--- config.mk ---
export PLATFORM = sky130hd
export DESIGN_NAME = asic_iobuf_seq
export DESIGN_NICKNAME = d
export VERILOG_FILES = /design/src/rtl/asic_iobuf_seq.sv
export SDC_FILE = /design/constraint.sdc
export NUM_CORES = 1
export LEC_CHECK = 0
export BUFFER_PORTS_ARGS = -buffer_cell sky130_fd_sc_hd__buf_4
export CORE_MARGIN = 3
export CORE_UTILIZATION = 55
export DETAILED_ROUTE_END_ITERATION = 16
export GPL_TIMING_DRIVEN = 0
export PLACE_DENSITY = 0.86
export REMOVE_ABC_BUFFERS = 1
export SYNTH_ARGS = -nofsm -noshare
export SYNTH_HDL_FRONTEND = slang
export SYNTH_SLANG_ARGS = --single-unit
--- constraint.sdc ---
create_clock -name clk -period 2.84 [get_ports clk]
set_input_delay 0.426 -clock clk [delete_from_list [all_inputs] [get_ports clk]]
set_output_delay 0.426 -clock clk [all_outputs]
set_load 0.01 [all_outputs]
--- src/rtl/asic_iobuf_seq.sv ---
// Power-up and retention sequencer for a bank of GPIO pads.
// Drives each pad's tech_cfg control bits (HLD_H_N, ENABLE_H, ENABLE_INP_H) and gates user config.
module asic_iobuf_seq #(
    parameter int unsigned NPADS          = 4,
    parameter int unsigned TECH_CFG_WIDTH = 16,
    parameter int unsigned ENABLE_DLY     = 8,
    parameter int unsigned HOLD_DLY       = 4,
    parameter logic [15:0] SAFE_CFG       = 16'h0
) (
    input  logic                            clk,
    input  logic                            nreset,
    input  logic [NPADS*TECH_CFG_WIDTH-1:0] user_cfg,
    input  logic                            hold_req,
    output logic                            hold_ack,
    output logic                            ready,
    output logic [NPADS*TECH_CFG_WIDTH-1:0] tech_cfg
);

    localparam int unsigned W       = TECH_CFG_WIDTH;
    localparam int unsigned UW      = W - 3;
    localparam int unsigned MAX_DLY = (ENABLE_DLY > HOLD_DLY) ? ENABLE_DLY : HOLD_DLY;
    localparam int unsigned CNT_W   = $clog2(MAX_DLY + 1);

    localparam logic [CNT_W-1:0] CNT_MAX = '1;
    localparam logic [CNT_W-1:0] ENA_END = CNT_W'(ENABLE_DLY - 1);
    localparam logic [CNT_W-1:0] HLD_END = CNT_W'(HOLD_DLY - 1);
    localparam logic [UW-1:0]    SAFE_UP = UW'(SAFE_CFG[15:3]);

    localparam logic [2:0] ST_OFF      = 3'd0;
    localparam logic [2:0] ST_WAIT_HLD = 3'd1;
    localparam logic [2:0] ST_ACTIVE   = 3'd2;
    localparam logic [2:0] ST_HOLD_ENT = 3'd3;
    localparam logic [2:0] ST_HOLD     = 3'd4;
    localparam logic [2:0] ST_HOLD_EXT = 3'd5;

    logic [2:0]          state_q, state_d;
    logic [CNT_W-1:0]    cnt_q, cnt_d;
    logic                ready_q, ready_d;
    logic                hold_ack_q, hold_ack_d;
    logic [2:0]          ctrl_q, ctrl_d;     // {ENABLE_INP_H, ENABLE_H, HLD_H_N}
    logic [NPADS*UW-1:0] upper_q, upper_d;   // per-pad tech_cfg[W-1:3]
    logic [NPADS*3-1:0]  unused_low;

    // State, counter and output registers
    always_ff @(posedge clk) begin
        if (!nreset) begin
            state_q    <= ST_OFF;
            cnt_q      <= '0;
            ready_q    <= 1'b0;
            hold_ack_q <= 1'b0;
            ctrl_q     <= 3'b000;
            upper_q    <= {NPADS{SAFE_UP}};
        end else begin
            state_q    <= state_d;
            cnt_q      <= cnt_d;
            ready_q    <= ready_d;
            hold_ack_q <= hold_ack_d;
            ctrl_q     <= ctrl_d;
            upper_q    <= upper_d;
        end
    end

    // Next state, counter and next registered outputs
    always_comb begin
        state_d    = state_q;
        cnt_d      = (cnt_q == CNT_MAX) ? cnt_q : cnt_q + CNT_W'(1);
        ready_d    = 1'b0;
        hold_ack_d = 1'b0;
        ctrl_d     = 3'b000;
        upper_d    = {NPADS{SAFE_UP}};

        case (state_q)
            ST_OFF:      if (cnt_q == ENA_END) state_d = ST_WAIT_HLD;
            ST_WAIT_HLD: if (cnt_q == HLD_END) state_d = ST_ACTIVE;
            ST_ACTIVE:   if (hold_req)         state_d = ST_HOLD_ENT;
            ST_HOLD_ENT: if (cnt_q == HLD_END) state_d = ST_HOLD;
            ST_HOLD:     if (!hold_req)        state_d = ST_HOLD_EXT;
            ST_HOLD_EXT: if (cnt_q == HLD_END) state_d = ST_ACTIVE;
            default:                           state_d = ST_OFF;
        endcase

        if (state_d != state_q) begin
            cnt_d = '0;
        end

        // Outputs follow the state being entered so they change on the transition edge
        case (state_d)
            ST_WAIT_HLD: begin
                ctrl_d = 3'b010;
            end
            ST_ACTIVE: begin
                ready_d = 1'b1;
                ctrl_d  = 3'b111;
                for (int unsigned i = 0; i < NPADS; i++) begin
                    upper_d[i*UW +: UW] = user_cfg[i*W+3 +: UW];
                end
            end
            ST_HOLD_ENT: begin
                ctrl_d  = 3'b110;
                upper_d = upper_q;
            end
            ST_HOLD, ST_HOLD_EXT: begin
                hold_ack_d = 1'b1;
                ctrl_d     = 3'b110;
                upper_d    = upper_q;
            end
            default: begin
                ctrl_d = 3'b000;
            end
        endcase
    end

    // Control bits are regenerated here, so the user's low three bits are never used
    for (genvar g = 0; g < NPADS; g++) begin : g_pad
        assign tech_cfg[g*W +: W]  = {upper_q[g*UW +: UW], ctrl_q};
        assign unused_low[g*3 +: 3] = user_cfg[g*W +: 3];
    end

    assign ready    = ready_q;
    assign hold_ack = hold_ack_q;

endmodule

# After elaboration in Yosys (flattened, before gate mapping)
# Cells that the tools add are included.
word_totals:
  register_bits: 64
  in_bits: 67
  output_inout_bits: 66
  word_cells: 37
op_classes:
  n_addsub: 1
  eq_ne: 14
  n_mux: 10
  bitwise: 1
  reduce_logical: 5
op_table:
  columns: ["operator", "count"]
  rows:
  - ["case mux 52 bit (2 select lines)", 1]
  - ["two-way mux 3 bit", 5]
  - ["case mux 3 bit (5 select lines)", 1]
  - ["== test 3 x 2 -> 1 bit (second input constant)", 4]
  - ["== test 3 bit (second input constant)", 4]
  - ["case mux 3 bit (3 select lines)", 1]
  - ["== test 3 x 1 -> 1 bit (second input constant)", 2]
  - ["OR reduction 2 bit", 3]
  - ["adder 4 x 1 -> 4 bit (second input constant)", 1]
  - ["== test 4 x 2 -> 1 bit (second input constant)", 1]
  - ["== test 4 x 3 -> 1 bit (second input constant)", 1]
  - ["== test 4 bit (second input constant)", 1]
  - ["logical NOT 3 bit", 1]
  - ["!= test 3 bit", 1]
  - ["OR reduction 3 bit", 1]
  - ["two-way mux 1 bit", 2]
  - ["inverter 1 bit", 1]

# Longest topological paths before layout
# Gate-level depths: netlist (run 1).
depth:
  ltp_word: 6
  depth_mapped: 7
  depth_no_buf: 5

# Least setup slack after synthesis (run 1)
# No wires, ideal clock.
synth_timing:
  path_kind: "register -> register"
  from: "reg cnt_q[0]"
  to: "reg upper_q[35]"
  setup_ns: 0.120
  arrival_time_ns: 1.405
  required_time_ns: 2.720
  path_slack_ns: 1.315
  path_stages_with_launch: 8
  path_buffers: 3
  synth_period_minus_slack_ns: 1.525
  cell_sequence: "dfxtp_1 > ha_1 > nand4bb_1 > buf_4 > buf_6 > buf_6 > nor3b_2 > o31a_1"
synth_between:
  elab_chain_len: 6
  word_cells_on_any_way: 12
  cone_classes: "eq/ne (6); mux (5); reduce/logical (1)"
synth_lines:
  columns: ["item", "line_no", "source"]
  rows:
  - ["start, declared", "37", "logic [CNT_W-1:0] cnt_q, cnt_d;"]
  - ["start signal, assigned", "55", "cnt_q <= cnt_d;"]
  - ["== test 4 x 2 -> 1 bit / == test 4 x 3 -> 1 bit (equally long branches)", null, null]
  - ["two-way mux 3 bit, on equally long branches", null, null]
  - ["case mux 3 bit (5 select lines) *", "72", "case (state_q)"]
  - ["== test 3 bit / == test 3 x 2 -> 1 bit (equally long branches)", "87", "case (state_d)"]
  - ["OR reduction 3 bit (no source line)", null, null]
  - ["case mux 52 bit (2 select lines)", "87", null]
  - ["end signal, assigned", "52", "upper_q <= {NPADS{SAFE_UP}};"]
  - ["end signal, assigned", "59", "upper_q <= upper_d;"]
  - ["end, declared", "41", "logic [NPADS*UW-1:0] upper_q, upper_d;"]
# Mark *: on every way between the ends. The rest lies on a longest branch, timed or not.
# A chain may end at the register's enable or synchronous reset.

# Worst setup path in the final report (run 1)
layout_timing:
  from: "reg cnt_q[0]"
  to: "reg upper_q[12]"
# Same word-level chain as after synthesis.

==> run summary, run 1 <==
The flow ran to the end, and the final reports show no timing, DRC or antenna violations. The count of nets left with antenna violations once routing finished came out at 0. The final-layout worst hold slack is 0.458 ns. The fill cell instance count of the final layout is 541. The per-cell via count in the routed design came out at 5.80.

The share of post-route cells with drive strength above 1 came out at 33.2%. Buffers inserted during clock tree synthesis total 9. The number of pins with negative max-slew slack in the final report came out at 0. Traced cell by cell, the critical path runs through ha_1 -> nand4bb_4 -> buf_12 -> and3_1 -> o31a_1.

The number of enable flip-flop cells after synthesis came out at 0. The ratio of final minimum period to clock period is 89.7%. The count of buffers added on input and output ports is 120. In the post-synthesis netlist, the cell with the most instances is nand2_1.

The register area came out at 1280 µm². In the final layout, the multi-input gates occupy 2350 µm². The via count of the first global-routing pass came out at 3,723.

The endpoint kind of the worst setup timing path is a flop. The clock transition at the registers of the reported paths came out at 0.07 ns. The maximum number of pins on one net before global-route repair came out at 59. The tightest min-delay check is of the in -> reg type. The die boundary width is 90.9 µm.

Setup slack closes at 0.291 ns. The peak ir drop on the vdd network came out at 265 µV. The number of warnings reported in the yosys synthesis log came out at 0.

Summing all placed instances gives a cell area of 4780 µm². The count of cells along the worst hold path came out at 4. The slew of the pin with the lowest slew margin came out at 0.889 ns. Detailed placement ended at an HPWL of 6.77 mm. The data required time of the worst path is 3.07 ns. Counting along the longest clock path gives a buffer depth of 2. The synthesized netlist contains 32 unique library cells. The final standard cell area without fillers came out at 4950 µm². The CTS tree is done.

The tool flagged a number of max-cap violations equal to 0. The number of storage elements in the synthesis netlist came out at 64. The routed via count came out at 3,840.

The worst setup path is launched from a flop. The root buffer cell is clkbuf_8. Counting buffers and inverters, the worst setup path is 5 cells deep. The fraction of the mapped netlist area in compound gates came out at 20.0%. In the final timing run, aggregate negative setup slack is 0 ns. The first-iteration detailed-routing DRC count is 237. The clock latency reported for the late side of the worst-skew pair is 0.34 ns. Summed over its instances, the top area cell type makes up 32.4% of the synthesized netlist area. The count of inserted antenna diode cells came out at 0.

The number of gates resized after CTS was 0. The post-synthesis share of cell area spent on full adders, half adders and majority gates is 0.316%. The worst hold path begins at user_cfg[43].

The commonest cells after synthesis are 108 x nand2_1, 64 x dfxtp_1, 55 x a21oi_1. Yosys attributes the largest share of cell area to dfxtp_1 32%, nor3b_2 13%, o31a_1 12%. The end point of the worst hold path is upper_q[34]. The H-tree depth came out at 3.

The final setup violation count is 0. On the critical path, the stage with the largest delay is an instance of nand4bb_4. In this run the register-to-register setup slack is 0.29 ns.

The sequential area share after synthesis came out at 32.4%. The xor/xnor share of the synthesized area came out at 0.221%. The synthesized design spends more area on one cell type than any other, namely dfxtp_1. The number of clock sinks came out at 64.

The number of antenna violations at the first check in global routing was 0. The netlist area before placement is 3960 µm². The largest stage delay on the critical path came out at 0.73 ns. The logic depth of the worst register-to-register path is 5. For this run, the top clock speed supported by timing is 392 MHz. The fraction of registers with async set or reset after synthesis came out at 0%.

After detailed routing, the number of remaining DRC violations is 0. Among all flip-flop cells after synthesis, the most frequent one is dfxtp_1. Relative to the synthesized area, the layout overhead comes to 25.1%. The family with the most delay on the worst path is simple AND/OR/NAND/NOR gates.

Headroom to the max-slew limit came out at 40.6%. The number of cell rows came out at 30. The synthesized-area fraction occupied by and/or/nand/nor cells came out at 37.7%.

The smallest clock period supported by the final layout is computed as 2.55 ns. The reg-to-reg startpoint is cnt_q[0]. The post-CTS setup repair buffer count came out at 0. The share of synthesized area spent on multiplexers is 0.253%. The number of detailed-routing iterations run before antenna repair came out at 4. The final core utilization is 72.1%. The count of hold-fix buffers inserted at cts came out at 0. The arrival time at the worst endpoint came out at 2.77 ns. The initial standard-cell utilization of the core came out at 57.7%.

OpenSTA, run right after detailed placement, puts the worst setup slack at 0.314 ns. For this design the ratio of total power to cell area is 358 nW/µm². By area, the combinational part of the netlist is dominated by simple AND/OR/NAND/NOR gates. Setup repair after global routing left no endpoint under its margin.

The number of instances in the synthesized netlist came out at 484. By startpoint and endpoint, the worst setup path is classified as reg -> reg. The total wirelength of the detailed-routed design is 10.4 mm. The aggregate global routing overflow is 0. The count of nets after finishing is 630. The clock skew is 0.00591 ns.

Counting both buffers and inverters, the worst setup path holds a total of 1. The first-pass GRT wire length came out at 17.1 mm. The hold violation count in the final report was 0. Global routing consumed, over all layers together, 24.6% of the routing resources. The highest net fanout along the worst path is 54. The floorplan die area is 8250 µm².

The core region area came out at 6870 µm². The number of primary I/O pins came out at 133. The overall die height is 90.9 µm. After detailed routing, the average wire length per cell comes to 15.8 µm. Summed over all cells, the static leakage comes to 2.10 nW. The average instance in the mapped netlist occupies 8.18 µm². At the end of routability-driven placement, the weighted congestion stood at 0.715.

The reg-to-reg critical path endpoint is upper_q[12].
metrics by stage:
step	power, mW	instances
2_1_floorplan	0.987	425
3_3_place_gp	1.08	641
3_5_place_dp	1.09	647
4_1_cts	1.78	662
5_1_grt	1.83	662
6_report	1.77	662
routing by layer:
metal,track usage [%],wire (µm),up-vias
met2,43.0,5190,133
met5,0,0,-
li1,-,-,1859
met4,8.17,70,0
met3,4.00,662,6
met1,30.8,4510,1842
worst max-delay path by stage:
stage | startpoint | end | slack, ns
2_1_floorplan | cnt_q[0] | upper_q[23] | -1.70
3_3_place_gp | cnt_q[0] | upper_q[36] | -3.08
3_5_place_dp | cnt_q[0] | upper_q[33] | 0.31
4_1_cts | cnt_q[0] | upper_q[0] | 0.29
5_1_grt | cnt_q[0] | upper_q[12] | 0.12
6_report | cnt_q[0] | upper_q[12] | 0.29
kinds of logic after synthesis:
logic type,count (synthesis)
muxes,1
xor gates and xnor gates,1
and+or+nand+nor,242
adders and majority gates,1
buffers and inverters,59
DFF,64
AOI/OAI and AO/OA,116
power breakdown:
part           switching, mW  internal (mW)
logic                 0.0782         0.0872
clock network          0.346          0.353
registers            0.00599          0.900
worst reg2reg max path: stages, from the launching register on:
cell and delay [ns]:
dfxtp_1 0.39, ha_1 0.33, nand4bb_4 0.73, buf_12 0.49, and3_1 0.22, o31a_1 0.27
area by class of cell:
class	count	area share [%]
Clock inverter	4	0.404
Sequential cell	64	25.9
Tap cell	96	2.43
Clock buffer	11	3.06
Timing Repair Buffer	126	20.8
Multi-Input combinational cell	361	47.4
layout by cell type (no fill, tap or decap), drive strengths merged, types with 2 or more instances in the layout:
cell and instances:
nor3b 53, clkbuf 11, a21oi 55, and2 2, nor2 10, nand2 108
nand2b 2, nor3 3, o21ai 2, nor2b 5, clkinv 4, dfxtp 64
nand3 3, o21a 2, buf 126, a31oi 2, and3 52, o31a 53
sequential cells by signal (all words and copies together) (netlist names):
| name | cells |
|---|---|
| ctrl_q | 3 |
| ready | 1 |
| upper_q | 52 |
| hold_ack | 1 |
| cnt_q | 4 |
| state_q | 3 |
(Power assumes the default switching activity.)
==> inputs of run 2 (changes only) <==
RECOVER_POWER = 100   (was unset)
==> run summary, run 2 (same netlist as run 1, synthesis figures left out) <==
The final setup violation count is 0 (unchanged). The ratio of final minimum period to clock period came to 91.6% (+1.8 points). The first-iteration detailed-routing DRC count came out at 188 (-21%). The switching share of total power is 24.2% (-0.076 points).

The number of antenna violations at the first check in global routing came out at 0 (unchanged). The arrival time at the worst endpoint was 2.83 ns (+0.06 ns). The worst register-to-register path begins at cnt_q[0].

The worst setup path is captured at a flop. In the final layout, the registers with the most flip-flops are upper_q (52), cnt_q (4). The slew of the pin with the lowest slew margin came to 1.45 ns (+0.557 ns).

The logic depth of the worst register-to-register path is 5 (unchanged). The total wirelength of the detailed-routed design came out at 10.5 mm (+0.25%). The reported max-cap violation count came out at 0 (unchanged). More flip-flops sit in one register than any other, and that register is upper_q. The layout overhead on the synthesized area is 18.4%.

The share of post-route cells with drive strength above 1 came out at 21.2% (-12 points). The routed via count is 3,814 (-0.68%). The cell count after placement is 647 (unchanged). The first-pass GRT wire length came out at 17.1 mm (unchanged). The count of inserted antenna diode cells came out at 0 (unchanged). The H-tree depth came out at 3 (unchanged). On the critical path, the stage with the largest delay is an instance of nand4bb_4.

The buffers plus inverters on the worst setup path is 1 (unchanged). The root buffer cell is clkbuf_8. The startpoint of the most critical hold path is user_cfg[43]. The cell-internal power is 1.34 mW (about the same). The power spent charging and discharging nets came out at 428 µW (-0.45%). The via count of the first global-routing pass is 3,723 (unchanged).

The floorplan die area is 8250 µm² (unchanged). The number of detailed-routing iterations run before antenna repair is 5 (+1). The count of nets after finishing came to 630 (unchanged). The clock skew is 0.00565 ns (-0.000258 ns). The final routed DRC violation total came out at 0 (unchanged).

The final standard cell area without fillers is 4690 µm² (-5.3%). The weighted congestion reported at the end of routability-driven placement came out at 0.715 (unchanged). In this run the worst setup path begins at cnt_q[0].

The core region area is 6870 µm² (unchanged). The aggregate global routing overflow came out at 0 (unchanged). The remaining number of nets flagged by the antenna check after routing came out at 0 (unchanged). The per-cell via count in the routed design is 5.76 (-0.68%). Broken down by cell family, the worst path's largest delay share belongs to simple AND/OR/NAND/NOR gates. The maximum number of pins on one net before global-route repair is 59 (unchanged). The standby leakage power came to 1.82 nW (-14%). The number of buffers created by CTS came to 9 (unchanged). The post-CTS resize count is 0 (unchanged). The number of gates on the worst path with buffers counted is 5 (unchanged). Leaving out fill and tap cells, the most frequent cell in the layout is nand2_1. The hold violation count in the final report came to 0 (unchanged). TritonCTS built the clock tree. The final core utilization came out at 68.3% (-3.8 points). Setup repair after global routing left no endpoint under its margin. The filler-free cell count of the finished design came out at 662 (unchanged). The proportion of power drawn by the clock network came out at 39.5% (about the same). The worst setup path is of the reg -> reg kind.

The number of clock sinks was 64 (unchanged). The register share of total power is 51.2% (about the same). The maximum buffer depth of the clock tree is 2 (unchanged). The maximum clock frequency is 385 MHz (-2.0%). The largest stage delay on the critical path came out at 0.73 ns (about the same). In the layout the commonest cells are 108 x nand2_1, 66 x clkbuf_1, 63 x dfxtp_1, 55 x a21oi_1, 54 x buf_4. The die boundary width came out at 90.9 µm (unchanged). The type of the tightest min-delay check is in -> reg. The shortest period the worst path allows came out at 2.60 ns (+0.0519 ns). The global-route usage over all layers was 24.6% (unchanged). The count of buffers from port buffering is 120 (unchanged). The tightest slew margin relative to the limit came to 3.23% (-37 points).

Traced cell by cell, the critical path runs through ha_1 -> nand4bb_4 -> buf_6 -> and3_1 -> o31a_1. The number of cell rows came out at 30 (unchanged). The number of primary I/O pins is 133 (unchanged).

The number of pins with negative max-slew slack in the final report is 0 (unchanged). The startpoint kind of the worst setup timing path is a flop. The clock transition at the registers of the reported paths came out at 0.07 ns (about the same). The overall die height came out at 90.9 µm (unchanged). The cell area after placement came out at 4780 µm² (unchanged).

The clock latency reported for the late side of the worst-skew pair is 0.34 ns (about the same). The post-detailed-route wirelength per cell was 15.8 µm (+0.25%). The data required time of the worst path came out at 3.07 ns (about the same).

The power density over cell area is 377 nW/µm² (+5.5%). The count of cells along the worst hold path came out at 4 (unchanged). The count of hold-fix buffers inserted at cts was 0 (unchanged). The initial standard-cell utilization of the core was 57.7% (unchanged). The run finished with clean final reports. The total half-perimeter wirelength after legalization and detailed placement is 6.77 mm (unchanged).

The highest net fanout along the worst path came to 54 (unchanged). The peak ir drop on the vdd network is 267 µV (+0.78%). The flip-flop count of the largest register after layout came out at 52 (unchanged). The combinational power share is 9.3% (about the same). The post-CTS setup repair buffer count came out at 0 (unchanged).
run 2: tightest hold or removal path: stages:
cell,delay (ns)
buf_4,0.08
nand2_1,0.04
a21oi_1,0.11
o31a_1,0.11
run 2: power by group through the flow:
| stage | Combinational (mW) | Sequential, mW | Clock, mW |
|---|---|---|---|
| 5_1_grt | 0.179 | 0.906 | 0.746 |
| 3_3_place_gp | 0.151 | 0.927 | 0 |
| 4_1_cts | 0.165 | 0.906 | 0.706 |
| 6_report | 0.164 | 0.906 | 0.698 |
| 2_1_floorplan | 0.0609 | 0.926 | 0 |
| 3_5_place_dp | 0.165 | 0.927 | 0 |
run 2: path summary, 6_finish.rpt:
kind	endpoint	slack, ns
setup / recovery	upper_q[12]	0.24
setup reg to reg	upper_q[12]	0.24
hold reg to reg	cnt_q[1]	0.56
hold / removal	upper_q[34]	0.46
run 2: per-layer routing:
layer | vias up | track usage (%) | share of wire, %
li1 | 1865 | - | -
met1 | 1812 | 30.8 | 44
met2 | 129 | 43.0 | 49
met3 | 8 | 4.00 | 5.7
met4 | 0 | 8.17 | 0.71
met5 | - | 0 | 0
run 2: stage by stage:
stage	worst slack, ns	power [mW]	hold slack, ns	TNS [ns]
global route	0.0706	1.83	0.465	0
finish	0.239	1.77	0.460	0
detailed placement	0.314	1.09	0.549	0
CTS	0.290	1.78	0.458	0
global placement	-3.08	1.08	0.523	-176.41
floorplan	-1.70	0.987	0.489	-94.53
run 2: cell type report:
class                           instances  area (µm²)
Fill cell                             617        2180
Timing Repair Buffer                  126         772
Sequential cell                        64        1280
Clock inverter                          4        20.0
Multi-Input combinational cell        361        2340
Tap cell                               96         120
Clock buffer                           11         151
==> inputs of run 3 (changes only) <==
CORE_UTILIZATION = 46   (was 55)
MAX_ROUTING_LAYER = met4   (was unset)
PLACE_DENSITY = 0.77   (was 0.86)
clock period = 2.2 ns   (was 2.84 ns; I/O delays follow)
==> run summary, run 3 (same netlist as run 1, synthesis figures left out) <==
The overall die height came out at 98.8 µm (+8.7%). The cell count after placement came out at 657 (+1.5%). The number of cell rows was 33 (+10%). The total design power came out at 2.42 mW (+37%). The via count of the first global-routing pass was 3,839 (+3.1%). The share of post-route cells with drive strength above 1 is 21.4% (+0.24 points). The final-layout worst hold slack came out at 0.375 ns (-0.0850 ns).

The final routed DRC violation total is 0 (unchanged). The clock skew came to 0.00690 ns (+0.00125 ns). The slew of the pin with the lowest slew margin is 0.645 ns (-0.801 ns). The total half-perimeter wirelength after legalization and detailed placement came to 6.86 mm (+1.2%). The final sum of negative setup slack is 0 ns (unchanged). The cell area after placement came out at 4820 µm² (+0.81%). The global-route usage over all layers came out at 22.7% (-1.9 points). The maximum buffer depth of the clock tree is 2 (unchanged).

The library cells used most frequently in the layout, excluding fill and tap cells, are 108 x nand2_1, 68 x clkbuf_1, 63 x dfxtp_1, 55 x a21oi_1, 54 x buf_4. The first-iteration detailed-routing DRC count came out at 210 (+12%). The number of detailed-routing iterations run before antenna repair was 4 (-1). The worst setup path is captured at a flop. Ranked by flip-flop count, first place goes to upper_q.

The maximum clock frequency came out at 489 MHz (+27%). The H-tree depth came to 3 (unchanged). The initial standard-cell utilization of the core is 47.7% (-9.9 points). The ratio of final minimum period to clock period came out at 93.0% (+1.4 points). The filler-free cell count of the finished design came out at 674 (+1.8%).

The clock transition at the registers of the reported paths is 0.07 ns (about the same). The flip-flop count of the largest register after layout came to 52 (unchanged). The routed via count is 3,862 (+1.3%). The floorplan die area came to 9760 µm² (+18%).

The hold violation count in the final report came to 0 (unchanged). The final setup violation count came out at 0 (unchanged). The largest registers in the layout are upper_q (52), cnt_q (4).

The post-CTS resize count came to 0 (unchanged). The shortest period the worst path allows came out at 2.05 ns (-0.555 ns). The first-pass GRT wire length came out at 17.9 mm (+4.6%).

The number of buffers created by CTS came out at 9 (unchanged). The core region area came to 8300 µm² (+21%). The highest net fanout along the worst path is 40 (-26%).

Setup repair after global routing left no endpoint under its margin. The total wirelength of the detailed-routed design is 10.9 mm (+4.2%). The flow ran to the end, and the final reports show no timing, DRC or antenna violations.

The fill cell instance count of the final layout is 784 (+27%). The number of primary I/O pins is 133 (unchanged). The reported max-cap violation count came out at 0 (unchanged). The count of inserted antenna diode cells came out at 0 (unchanged). The least setup slack across all paths after layout came out at 0.154 ns (-0.0853 ns). The arrival time at the worst endpoint came to 2.32 ns (-0.51 ns). The count of hold-fix buffers inserted at cts came to 0 (unchanged). The worst setup path is launched from a flop. TritonCTS built the clock tree. The power density over cell area is 506 nW/µm² (+34%). The post-CTS setup repair buffer count is 0 (unchanged). The final standard cell area without fillers came out at 4780 µm² (+2.0%). The per-cell via count in the routed design came out at 5.73 (-0.54%). The data required time of the worst path is 2.47 ns (-0.60 ns). The weighted congestion reported at the end of routability-driven placement came out at 0.732 (+2.4%). The aggregate global routing overflow is 0 (unchanged). The remaining number of nets flagged by the antenna check after routing came out at 0 (unchanged). The number of antenna violations at the first check in global routing came to 0 (unchanged).

The tightest slew margin relative to the limit came to 57.0% (+54 points). The clock latency reported for the late side of the worst-skew pair came out at 0.33 ns (about the same). The count of nets after finishing is 632 (+0.32%). The die boundary width came to 98.8 µm (+8.7%). The critical path in this run is classified as reg -> reg.

The maximum number of pins on one net before global-route repair came out at 59 (unchanged). The number of pins with negative max-slew slack in the final report was 0 (unchanged). The library cell used most frequently in the layout, excluding fill and tap cells, is nand2_1.

The cell sitting at the root of the clock tree is a clkbuf_8. The area growth from synthesis to layout is 20.7%. The post-detailed-route wirelength per cell came to 16.2 µm (+2.4%). The standby leakage power is 1.84 nW (+1.2%).

The peak ir drop on the vdd network came out at 284 µV (+6.4%). The minimum setup slack after placement came out at 0.0404 ns (-0.274 ns). The count of buffers from port buffering is 120 (unchanged).

The type of the tightest min-delay check is in -> reg. The final core utilization came out at 57.6% (-11 points). The number of clock sinks is 64 (unchanged).
## run 3: path summary, 6_finish.rpt
check / from / end / slack (ns) / depth (start not counted)
setup / recovery: state_q[1] / ctrl_q[0] / 0.15 / 6
hold / removal: user_cfg[45] / upper_q[36] / 0.37 / 4
setup reg to reg: state_q[1] / ctrl_q[0] / 0.15 / 6
hold reg to reg: cnt_q[1] / cnt_q[1] / 0.56 / 2
## run 3: critical path, stage by stage (launching register included)
cell and delay [ns]:
dfxtp_4 0.63, buf_12 0.31, nand2b_2 0.36, buf_12 0.30
nor2_1 0.11, o21a_1 0.14, and2_1 0.11
## run 3: metal layers
layer  global-route usage (%)  up-vias  part of all wire [%]  routed length (µm)
met2                     36.8      119                    49                5340
met3                     5.02        6                   6.0                 654
met4                     5.99        0                  0.50                  55
met1                     28.8     1877                    45                4850
met5                        -        -                     0                   0
li1                         -     1860                     -                   -
## run 3: cell type report
type | instances | area, µm² | area share, %
multi-input combinational | 362 | 2370 | 49.7
sequential | 64 | 1280 | 26.9
timing repair buffer | 127 | 791 | 16.5
clock buffer | 13 | 159 | 3.32
tap | 105 | 131 | 2.75
clock inverter | 3 | 40.0 | 0.837
## run 3: report_power, final
| group | internal, mW | total, mW | switching, mW |
|---|---|---|---|
| clock | 0.583 | 1.03 | 0.449 |
| combinational | 0.113 | 0.216 | 0.103 |
| sequential | 1.16 | 1.17 | 0.00828 |
